## src/rtl/pmem_arb_pkg.sv

```systemverilog
// Shared types for the physical-memory arbiter: FSM states, grant sides and
// the round-robin pick between the instruction and data caches.
package pmem_arb_pkg;

    typedef enum logic [1:0] {
        IDLE    = 2'd0,
        SERVE_I = 2'd1,
        SERVE_D = 2'd2
    } arb_state_e;

    typedef enum logic {
        GRANT_I = 1'b0,
        GRANT_D = 1'b1
    } grant_e;

    // On contention the side that did not win last time goes next.
    function automatic grant_e pick_grant(input logic i_req, input logic d_req,
                                          input grant_e last);
        if (i_req && d_req)
            return (last == GRANT_I) ? GRANT_D : GRANT_I;
        else if (d_req)
            return GRANT_D;
        else
            return GRANT_I;
    endfunction

endpackage

```

## src/rtl/pmem_arbiter.sv

```systemverilog
// Two-port arbiter sharing one physical memory between the I-cache and D-cache.
// One transaction at a time; requests are latched at grant and replayed to pmem.
module pmem_arbiter
    import pmem_arb_pkg::*;
#(
    parameter int ADDR_W = 32,
    parameter int LINE_W = 256
) (
    input  logic              clk,
    input  logic              rst_n,

    input  logic              i_read,
    input  logic [ADDR_W-1:0] i_address,
    output logic [LINE_W-1:0] i_rdata,
    output logic              i_resp,

    input  logic              d_read,
    input  logic              d_write,
    input  logic [ADDR_W-1:0] d_address,
    input  logic [LINE_W-1:0] d_wdata,
    output logic [LINE_W-1:0] d_rdata,
    output logic              d_resp,

    output logic              pmem_read,
    output logic              pmem_write,
    output logic [ADDR_W-1:0] pmem_address,
    output logic [LINE_W-1:0] pmem_wdata,
    input  logic [LINE_W-1:0] pmem_rdata,
    input  logic              pmem_resp
);

    arb_state_e        state;
    grant_e            last_grant;
    logic [ADDR_W-1:0] addr_q;
    logic [LINE_W-1:0] wdata_q;
    logic              read_q;
    logic              write_q;

    logic   i_req;
    logic   d_req;
    grant_e pick;

    assign i_req = i_read;
    assign d_req = d_read | d_write;
    assign pick  = pick_grant(i_req, d_req, last_grant);

    // NOTE: sequential state uses non-blocking assignments only; the latched
    // address/wdata are reset too because they drive pmem pins directly.
    always_ff @(posedge clk or negedge rst_n) begin
        if (!rst_n) begin
            state      <= IDLE;
            last_grant <= GRANT_I;
            addr_q     <= '0;
            wdata_q    <= '0;
            read_q     <= 1'b0;
            write_q    <= 1'b0;
        end else begin
            case (state)
                IDLE: begin
                    if (i_req || d_req) begin
                        last_grant <= pick;
                        if (pick == GRANT_D) begin
                            state   <= SERVE_D;
                            addr_q  <= d_address;
                            wdata_q <= d_wdata;
                            // A simultaneous read+write request is served as the writeback.
                            write_q <= d_write;
                            read_q  <= ~d_write;
                        end else begin
                            state   <= SERVE_I;
                            addr_q  <= i_address;
                            wdata_q <= '0;
                            write_q <= 1'b0;
                            read_q  <= 1'b1;
                        end
                    end
                end
                SERVE_I, SERVE_D: begin
                    if (pmem_resp) begin
                        state   <= IDLE;
                        read_q  <= 1'b0;
                        write_q <= 1'b0;
                    end
                end
                default: begin
                    state   <= IDLE;
                    read_q  <= 1'b0;
                    write_q <= 1'b0;
                end
            endcase
        end
    end

    assign pmem_read    = read_q;
    assign pmem_write   = write_q;
    assign pmem_address = addr_q;
    assign pmem_wdata   = wdata_q;

    assign i_resp  = (state == SERVE_I) && pmem_resp;
    assign d_resp  = (state == SERVE_D) && pmem_resp;
    assign i_rdata = pmem_rdata;
    assign d_rdata = pmem_rdata;

endmodule
```

## config.mk

```make
export PLATFORM = sky130hd
export DESIGN_NAME = pmem_arbiter
export DESIGN_NICKNAME = d
export VERILOG_FILES = /design/src/rtl/pmem_arb_pkg.sv /design/src/rtl/pmem_arbiter.sv
export SDC_FILE = /design/constraint.sdc
export NUM_CORES = 1
export LEC_CHECK = 0
export BUFFER_PORTS_ARGS = -buffer_cell sky130_fd_sc_hd__buf_2
export CELL_PAD_IN_SITES_DETAIL_PLACEMENT = 0
export CELL_PAD_IN_SITES_GLOBAL_PLACEMENT = 1
export CORE_AREA = 8 8 532 534
export DETAILED_ROUTE_END_ITERATION = 8
export DIE_AREA = 0 0 540 542
export PLACE_DENSITY = 0.3
export SKIP_CTS_REPAIR_TIMING = 1
export SLEW_MARGIN = 10
export SYNTH_ARGS = -nofsm -noshare
export SYNTH_HDL_FRONTEND = slang
export SYNTH_SLANG_ARGS = --single-unit
export TNS_END_PERCENT = 20
```

## constraint.sdc

```tcl
create_clock -name clk -period 4.3 [get_ports clk]
set_clock_uncertainty 0.1 [all_clocks]
set_input_delay 0.215 -clock clk [delete_from_list [all_inputs] [get_ports clk]]
set_output_delay 0.215 -clock clk [all_outputs]
set_load 0.02 [all_outputs]
```

==> results.toml <==
[synthesis]
ys.flop_type = "dfrtp_1"
ys_seq_elements = 293
async_s_r_ff_share_synth_pct = 100
yosys.area.top_type = "dfrtp_1"
mappedNetlistArea_sq_um = 14600
synthesis.area_per_instance_sq_um = 11.7
synth.yosys.warnings = 0
syn-num-nets = 1834
synthesis.instances = 1249
netlist.area_leader.share_pct = 50.2
synth_edf_count = 0
synth_top_cells_by_count = "535 x buf_4, 293 x dfrtp_1, 257 x a22o_1, 39 x buf_2, 37 x nand2_1"
ys_top_cells_by_area = "dfrtp_1 50%, buf_4 28%, a22o_1 15%, mux2i_1 2.2%, buf_2 1.3%"
ys_types = 21
synth_seq_area_share_pct = 50.2
synth.most_common_cell = "buf_4"

[route]
wl_per_cell_um = 23.2
ratio_of_routed_vias_to_standard_cells = 2.15
totalWireLength_mm = 124
drt_drc_violations_left = 0
drt_pass1_iterations = 4
initialDrtViolationCount = 568
ant_nets = 0
vias = 11500

[finish]
layoutNonFillerInstCount = 5353
layout-area-overhead-vs-synth_pct = 60.4
design.final.nets = 2277
finish.utilization_pct = 8.52
drive_above_1_share_pct = 42.2
postLayoutCellArea_sq_um = 23400

[die]
coreArea_sq_um = 275000
dieWidth_um = 540
initial_utilization_pct = 5.31
core.rowCount = 193
count_of_pins_on_the_block_boundary = 1386
die_height_um = 542
design.die.area_sq_um = 293000

[critical_path]
timing.critical_path.arrival_ns = 3.26
cp_cell_sequence = "o2bb2ai_4, buf_4, mux2i_1, dlygate4sd3_1, o21ai_0, dlygate4sd3_1"
timing.critical_path.slowest_cell_delay_ns = 0.56
timing_worst_setup_path_type = "flop to flop"
crit_path_top_delay_cell = "buf_4"
crit_fanout = 34
cp-end-kind = "flop"
critical_path.most_common_cell = "dlygate4sd3_1"
startpoint_type = "flop"
cp_data_required_time_ns = 4.77

[run]
drv_cap = 0

[timing]
rsz0062_at_grt = "no"
report.final.setup_viol = 0
min_period_over_period_pct = 64.8
postLayoutSetupSlackWorst_ns = 1.51
finalMaxSlewViolations = 0
max_freq_mhz = 359
hold_viol_final = 0
min_hold_slack_ns = 0.0873
setup_total_negative_slack_ns = 0
timing.slew.headroom_pct = 13.6
worst-slew-pin-transition_ns = 1.30
final_period_minus_worst_setup_slack_ns = 2.79

[place]
place.detailed.instances = 4918
place.detailed.hpwl_mm = 105
place_ws_ns = 1.84
port-buffer-count = 617
gp_congestion = 0.712
place_area_sq_um = 18300

[power]
leakagePower_nw = 10.1
total_power_mw = 17.1
cellPowerDensity_nw_per_um2 = 729
vdd_ir_drop_max_v = 0.000431

[global_routing]
track_usage_pct = 8.02
number_of_global_route_vias_before_repair = 11200
grt_start_max_net_pins = 137
grt_overflow_total = 0
first_pass_grt_wire_length_mm = 149
antenna_found_initial = 100

[clocking]
cts.clk_slew.worst_paths_ns = 0.05
cts_buffers = 50
clock_tree.buffer_depth = 3
cts_num_sinks = 293
cts_tree = "done"
cts-root-buf = "clkbuf_16"
ctsHtreeMaxLevel = 2
clk_latency_ns = 0.69

[min_path]
hold_path_class = "input port to flop"

[outcome]
outcome = "finished clean"
registers in the layout (all words and copies together), names as in the netlist:
name and count:
pmem_wdata 256, pmem_write 1, last_grant 1, state 2, pmem_read 1, pmem_address 32
worst max-delay path, delay by kind of cell, from the launching register on:
| family | cells | cell delay (ns) |
|---|---|---|
| AOI/OAI and AO/OA | 2 | 0.22 |
| buffers and inverters | 3 | 1.67 |
| DFF | 1 | 0.42 |
| muxes | 1 | 0.25 |
worst paths after layout:
check / from / endpoint / slack (ns) / cells past startpoint
max: last_grant / pmem_address[7] / 1.51 / 6
min: d_read / state[1] / 0.09 / 4
max reg2reg: last_grant / pmem_address[7] / 1.51 / 6
min reg2reg: pmem_address[3] / pmem_address[3] / 0.37 / 2
max in group asynchronous: rst_n / pmem_wdata[144] / 3.42 / 3
min in group asynchronous: rst_n / pmem_wdata[21] / 0.12 / 3
cells by family after synthesis:
| family | after synthesis | share of synthesized area (%) |
|---|---|---|
| AOI/OAI and AO/OA | 295 | 17.1 |
| DFF | 293 | 50.2 |
| and+or+nand+nor | 44 | 1.21 |
| adders and majority gates | 3 | 0.257 |
| muxes | 32 | 2.19 |
| buffers and inverters | 582 | 29.0 |
final cells by class:
type,instances,area (sq um)
tap,3607,4510
inverter,4,15.0
sequential,293,7330
multi-input combinational,374,3040
antenna,13,32.5
clock buffer,67,1440
clock inverter,26,357
fill,31900,251000
timing repair buffer,969,6690
layout by cell type, fill, tap and decap left out:
master         synthesis  final
a21o_1                 1      1
a22o_1               257    257
a32o_1                 1      1
and2_1                 2      2
buf_12                 0      9
buf_16                 0      1
buf_2                 39    616
buf_4                535     14
buf_8                  0      1
bufinv_16              0      6
clkbuf_1               4      6
clkbuf_16              0     51
clkbuf_8               0     10
clkinv_16              0      2
clkinv_2               0     10
clkinv_4               0      4
clkinvlp_4             0      3
dfrtp_1              293    293
diode_2                0     13
dlygate4sd3_1          0    328
ha_1                   3      3
inv_1                  4      4
inv_6                  0      1
mux2i_1               32     32
nand2_1               37     37
nor2_1                 2      1
nor2_4                 0      1
nor2b_1                1      1
nor3_1                 1      1
o21ai_0               32     32
o2bb2ai_1              1      1
o2bb2ai_4              1      1
o31ai_1                1      1
o31ai_4                1      1
or2_2                  1      1
report_power, final:
part           leakage [nW]  internal [mW]  switching, mW
Sequential             3.72           3.97          0.675
Combinational          5.54           2.52           5.42
Clock                 0.876           2.71           1.79
Total                  10.1           9.20           7.88
layer usage:
metal	vias to the layer above	share of wire (%)	track usage [%]
met5	-	0.096	0
met4	18	6.6	4.80
met1	5248	32	7.20
met2	1020	42	11.9
li1	4774	-	-
met3	475	19	7.40
(Power assumes the default switching activity.)
